**src/rtl/fwd_hazard_unit_pkg.sv**
```systemverilog
`default_nettype none
// +--------------------------------------------------------------------------+
// | Module  : fwd_hazard_unit_pkg                                            |
// | Brief   : Shared forward-select encodings and helpers for the hazard unit|
// | Revision: 1.0                                                            |
// +--------------------------------------------------------------------------+
package fwd_hazard_unit_pkg;

  localparam int unsigned c_sel_w = 3;

  localparam logic [c_sel_w-1:0] c_fwd_sel_rf  = 3'd0;
  localparam logic [c_sel_w-1:0] c_fwd_sel_exe = 3'd1;
  localparam logic [c_sel_w-1:0] c_fwd_sel_mem = 3'd2;
  localparam logic [c_sel_w-1:0] c_fwd_sel_wb  = 3'd3;

  localparam int unsigned c_gpr_zero = 0;

  // Stage i is reported as select code i+1; code 0 is reserved for the regfile.
  function automatic logic [c_sel_w-1:0] stage_to_sel(input int unsigned idx);
    return c_sel_w'(idx + 1);
  endfunction

endpackage
`default_nettype wire

```
**src/rtl/fwd_port_sel.sv**
```systemverilog
`default_nettype none
// +--------------------------------------------------------------------------+
// | Module  : fwd_port_sel                                                   |
// | Brief   : Youngest-hit priority match of one read port over scoreboard   |
// | Revision: 1.0                                                            |
// +--------------------------------------------------------------------------+
module fwd_port_sel
  import fwd_hazard_unit_pkg::*;
#(
  parameter int DATA_W   = 32,
  parameter int ADDR_W   = 5,
  parameter int STAGES   = 3,
  parameter int LOAD_RDY = 2
) (
  input  logic [STAGES-1:0]        sb_vld,
  input  logic [STAGES-1:0]        sb_wen,
  input  logic [STAGES-1:0]        sb_load,
  input  logic [STAGES*ADDR_W-1:0] sb_waddr,
  input  logic [STAGES*DATA_W-1:0] stage_data,
  input  logic [ADDR_W-1:0]        rd_addr,
  input  logic [DATA_W-1:0]        rf_data,
  output logic [c_sel_w-1:0]       sel,
  output logic [DATA_W-1:0]        data,
  output logic                     not_ready
);

  logic [STAGES-1:0] w_hit;
  logic              w_addr_nonzero;

  assign w_addr_nonzero = (rd_addr != ADDR_W'(c_gpr_zero));

  generate
    for (genvar gi = 0; gi < STAGES; gi++) begin : g_hit
      assign w_hit[gi] = sb_vld[gi] & sb_wen[gi] & w_addr_nonzero &
                         (sb_waddr[gi*ADDR_W +: ADDR_W] == rd_addr);
    end
  endgenerate

  // Walk oldest to youngest so the youngest hit is the last (winning) write.
  always_comb begin
    sel       = c_fwd_sel_rf;
    data      = rf_data;
    not_ready = 1'b0;
    for (int i = STAGES - 1; i >= 0; i--) begin
      if (w_hit[i]) begin
        sel       = stage_to_sel(i);
        data      = stage_data[i*DATA_W +: DATA_W];
        not_ready = sb_load[i] & (i < LOAD_RDY);
      end
    end
  end

endmodule
`default_nettype wire

```
**src/rtl/fwd_hazard_unit.sv**
```systemverilog
`default_nettype none
// +--------------------------------------------------------------------------+
// | Module  : fwd_hazard_unit                                                |
// | Brief   : Operand forwarding, load-use interlock and stall-cycle counter |
// | Revision: 1.0                                                            |
// +--------------------------------------------------------------------------+
module fwd_hazard_unit
  import fwd_hazard_unit_pkg::*;
#(
  parameter int DATA_W   = 32,
  parameter int ADDR_W   = 5,
  parameter int STAGES   = 3,
  parameter int RD_PORTS = 2,
  parameter int LOAD_RDY = 2,
  parameter int CNT_W    = 32
) (
  input  logic                         clk,
  input  logic                         rst_n,
  input  logic                         id_valid,
  input  logic                         id_wen,
  input  logic [ADDR_W-1:0]            id_waddr,
  input  logic                         id_is_load,
  input  logic                         flush,
  input  logic [STAGES*DATA_W-1:0]     stage_data,
  input  logic [RD_PORTS*ADDR_W-1:0]   rd_addr,
  input  logic [RD_PORTS*DATA_W-1:0]   rf_data,
  output logic [RD_PORTS*DATA_W-1:0]   fwd_data,
  output logic [RD_PORTS*c_sel_w-1:0]  fwd_sel,
  output logic                         stall,
  output logic [CNT_W-1:0]             stall_cnt
);

  logic [STAGES-1:0]        r_sb_vld;
  logic [STAGES-1:0]        r_sb_wen;
  logic [STAGES-1:0]        r_sb_load;
  logic [STAGES*ADDR_W-1:0] r_sb_waddr;
  logic [CNT_W-1:0]         r_stall_cnt;
  logic [RD_PORTS-1:0]      w_not_ready;
  logic                     w_issue;

  generate
    for (genvar gp = 0; gp < RD_PORTS; gp++) begin : g_port
      fwd_port_sel #(
        .DATA_W   (DATA_W),
        .ADDR_W   (ADDR_W),
        .STAGES   (STAGES),
        .LOAD_RDY (LOAD_RDY)
      ) u_port_sel (
        .sb_vld     (r_sb_vld),
        .sb_wen     (r_sb_wen),
        .sb_load    (r_sb_load),
        .sb_waddr   (r_sb_waddr),
        .stage_data (stage_data),
        .rd_addr    (rd_addr[gp*ADDR_W +: ADDR_W]),
        .rf_data    (rf_data[gp*DATA_W +: DATA_W]),
        .sel        (fwd_sel[gp*c_sel_w +: c_sel_w]),
        .data       (fwd_data[gp*DATA_W +: DATA_W]),
        .not_ready  (w_not_ready[gp])
      );
    end
  endgenerate

  // A flush kills the ID instruction, so it can never also be waiting on a load.
  assign stall   = id_valid & ~flush & (|w_not_ready);
  assign w_issue = id_valid & ~stall & ~flush;

  always_ff @(posedge clk or negedge rst_n) begin
    if (!rst_n) begin
      r_sb_vld   <= '0;
      r_sb_wen   <= '0;
      r_sb_load  <= '0;
      r_sb_waddr <= '0;
    end else begin
      for (int i = STAGES - 1; i > 0; i--) begin
        r_sb_vld[i]                   <= r_sb_vld[i-1];
        r_sb_wen[i]                   <= r_sb_wen[i-1];
        r_sb_load[i]                  <= r_sb_load[i-1];
        r_sb_waddr[i*ADDR_W +: ADDR_W] <= r_sb_waddr[(i-1)*ADDR_W +: ADDR_W];
      end
      r_sb_vld[0]             <= w_issue;
      r_sb_wen[0]             <= w_issue & id_wen;
      r_sb_load[0]            <= w_issue & id_is_load;
      r_sb_waddr[ADDR_W-1:0]  <= w_issue ? id_waddr : '0;
    end
  end

  always_ff @(posedge clk or negedge rst_n) begin
    if (!rst_n) begin
      r_stall_cnt <= '0;
    end else if (stall && (r_stall_cnt != '1)) begin
      r_stall_cnt <= r_stall_cnt + 1'b1;
    end
  end

  assign stall_cnt = r_stall_cnt;

endmodule
`default_nettype wire
```
**config.mk**
```make
export PLATFORM = sky130hd
export DESIGN_NAME = fwd_hazard_unit
export DESIGN_NICKNAME = d
export VERILOG_FILES = /design/src/rtl/fwd_hazard_unit_pkg.sv /design/src/rtl/fwd_port_sel.sv /design/src/rtl/fwd_hazard_unit.sv
export SDC_FILE = /design/constraint.sdc
export NUM_CORES = 1
export LEC_CHECK = 0
export BUFFER_PORTS_ARGS = -buffer_cell sky130_fd_sc_hd__buf_2
export CORE_MARGIN = 2
export CORE_UTILIZATION = 48
export DETAILED_ROUTE_END_ITERATION = 8
export PLACE_DENSITY = 0.86
export SLEW_MARGIN = 10
export SYNTH_ARGS = -nofsm -noshare
export SYNTH_HDL_FRONTEND = slang
export SYNTH_HIERARCHICAL = 1
export SYNTH_SLANG_ARGS = --single-unit
```
**constraint.sdc**
```tcl
create_clock -name clk -period 3.75 [get_ports clk]
set_input_delay 0.5625 -clock clk [delete_from_list [all_inputs] [get_ports clk]]
set_output_delay 0.5625 -clock clk [all_outputs]
set_load 0.005 [all_outputs]
```
==> flow_summary.json <==
{
  "outcome": "finished clean",
  "netlist_instances": 697,
  "placementRows": 39,
  "timing.rr.start": "r_sb_waddr[8]",
  "io_pins": 284,
  "area_delta_synth_final_pct": 27.37,
  "cts.htree.levels": 2,
  "most_common_library_cell_in_the_layout_ignoring_fill_and_taps": "sky130_fd_sc_hd__buf_2",
  "hpwlAfterDp_um": 15530,
  "net_switching_fraction_of_the_power": 0.2450,
  "crit_path_max_fanout": 9,
  "first_iter_violations": 988,
  "rsz0062_at_grt": "false",
  "chipWidth_um": 112.8,
  "floorplan.initialDensity": 0.4951,
  "setup-tns-final_ns": 0,
  "synthesis.area_um2": 5678,
  "cts.repair.resized": 0,
  "design.die.area_um2": 12710,
  "cap_violations": 0,
  "r2r.worst_path.cells": 9,
  "avgRoutedWirePerCell_um": 18.77,
  "global_route_wire_length_before_repair_um": 30960,
  "cts-hold-fix-buffers": 0,
  "timing.final.crit_period_ns": 3.142,
  "number_of_global_route_vias_before_repair": 5982,
  "clock_power_share": 0.377,
  "reg2reg_setup_slack_ns": 0.61,
  "fin_worst_skew_ns": 0.002402,
  "cts-buffers-inserted": 5,
  "rr_endpoint": "stall_cnt[22]",
  "final.period_utilization": 0.8379,
  "synth.net_count": 879,
  "intPower_mw": 1.166,
  "detail_route.first_pass.iterations": 6,
  "grt.overflow.total": 0,
  "critPathLaunch": "r_sb_waddr[8]",
  "path_class": "flip-flop to flip-flop",
  "detail_route.drc_violations": 0,
  "final_net_count": 1121,
  "drtAntennaViolNets": 0,
  "num_vias": 6528,
  "p_seq_frac": 0.397,
  "drive_above_1_share": 0.4053,
  "filler_cell_count": 1014,
  "ys.warnings.count": 6,
  "cts_setup_buffers": 0,
  "hold_path_class": "primary input to asynchronous set/reset pin",
  "tritoncts": "built",
  "worst_slew_pin_slew_ns": 0.8334,
  "endpoint_kind": "flip-flop",
  "clkSlewWorstSetupHoldPaths_ns": 0.07,
  "report.final.hold_viol_count": 0,
  "cellLeakagePower_nw": 3.862,
  "total_wirelength_um": 20370,
  "buffer_ports.inserted": 281,
  "gp_congestion": 0.9279,
  "final_cell_mix": "sky130_fd_sc_hd__buf_2 (281), sky130_fd_sc_hd__nand4_1 (81), sky130_fd_sc_hd__nand2_1 (81)",
  "final_max_slew_viol_count": 0,
  "cts.root.buffer_cell": "sky130_fd_sc_hd__clkbuf_16",
  "peakVddDrop_uv": 269.0,
  "cts-root-to-sink-buffers": 2,
  "antenna_found_initial": 4,
  "fin_worst_hold_slack_ns": 0.3754,
  "worst_ep_arrival_time_ns": 3.35,
  "report.final.setup_viol": 0,
  "power_frac_comb": 0.226,
  "max_slew_margin": 0.4444,
  "grt_start_max_net_pins": 67,
  "grt.total_usage": 0.3002,
  "floorplan.core_area_um2": 11470,
  "start_kind": "flip-flop",
  "endpoint": "stall_cnt[22]",
  "source_to_sink_clock_delay_at_the_later_pin_of_the_worst_skew_pair_ns": 0.29,
  "cts.sink_count": 55,
  "required_time_of_the_worst_setup_path_ns": 3.96,
  "clock.fmax_ghz": 0.3183,
  "die_h_um": 112.8,
  "post_synth.cell_area_avg_um2": 8.146,
  "via_per_inst": 6.017,
  "netSwitchingPower_mw": 0.3783,
  "cellPowerDensity_nw_per_um2": 213.5
}
-- how the worst min path moves through the flow --
stage / to / slack (ns) / cells after the start
final: stall_cnt[22] / 0.38 / 1
after global routing: stall_cnt[22] / 0.44 / 1
after CTS: stall_cnt[20] / 0.40 / 1
after detailed placement: r_sb_wen[2] / 0.40 / 0
after global placement: r_sb_vld[2] / 0.39 / 0
after floorplan: r_sb_load[0] / 0.27 / 0
-- critical path: stages (launching register included) --
cell and delay (ns):
sky130_fd_sc_hd__dfrtp_1 0.42, sky130_fd_sc_hd__xor2_1 0.17, sky130_fd_sc_hd__nor4_1 0.39, sky130_fd_sc_hd__nand3_2 0.16, sky130_fd_sc_hd__o31ai_1 0.33, sky130_fd_sc_hd__nor2_1 0.17, sky130_fd_sc_hd__nor4_1 0.59, sky130_fd_sc_hd__o31ai_2 0.33
sky130_fd_sc_hd__nor3_1 0.32, sky130_fd_sc_hd__xor2_1 0.18
-- through the flow --
step / std cells / power (mW) / util / instance area (um2) / setup WS, ns
floorplan: 697 / 0.7736 / - / 5678 / 0.8142
detailed placement: 1075 / 0.9694 / 0.6137 / 7038 / 0.5551
global route: 1085 / 1.608 / 0.6307 / 7232 / 0.5104
finish: 1085 / 1.544 / 0.6307 / 7232 / 0.6080
CTS: 1083 / 1.547 / 0.6302 / 7227 / 0.6510
global placement: 1075 / 0.9650 / 0.6137 / 7038 / 0.6724
-- power groups by stage --
stage	Clock [mW]	Sequential, mW	Combinational, mW
2_1_floorplan	0	0.622	0.152
3_3_place_gp	0	0.624	0.341
3_5_place_dp	0	0.625	0.345
4_1_cts	0.588	0.613	0.347
5_1_grt	0.618	0.614	0.375
6_report	0.581	0.613	0.349
-- routing by layer --
metal	share of wire	GRT usage	routed length (um)	vias to the layer above
li1	-	-	-	2966
met1	0.39	0.3902	7895	3079
met2	0.49	0.5094	9981	419
met3	0.088	0.04713	1794	62
met4	0.034	0.1057	684	2
met5	0.00064	0	13	-
-- state kept, by name, indices dropped and copies added (netlist names) --
name	flops
r_sb_load	2
r_sb_waddr	15
r_sb_wen	3
r_sb_vld	3
stall_cnt	32
-- area by class of cell --
type                    count  area, um2  share of cell area
diodes                      2      5.005           0.0006920
clock buffers               6      128.9             0.01782
clock inverters             2      60.06            0.008304
inverters                  69      259.0             0.03581
multi-input cells         510       3652              0.5050
flip-flops and latches     55       1376              0.1903
well taps                 143      178.9             0.02474
repair buffers            298       1572              0.2173
No activity file was read; power rests on OpenSTA's default activity.
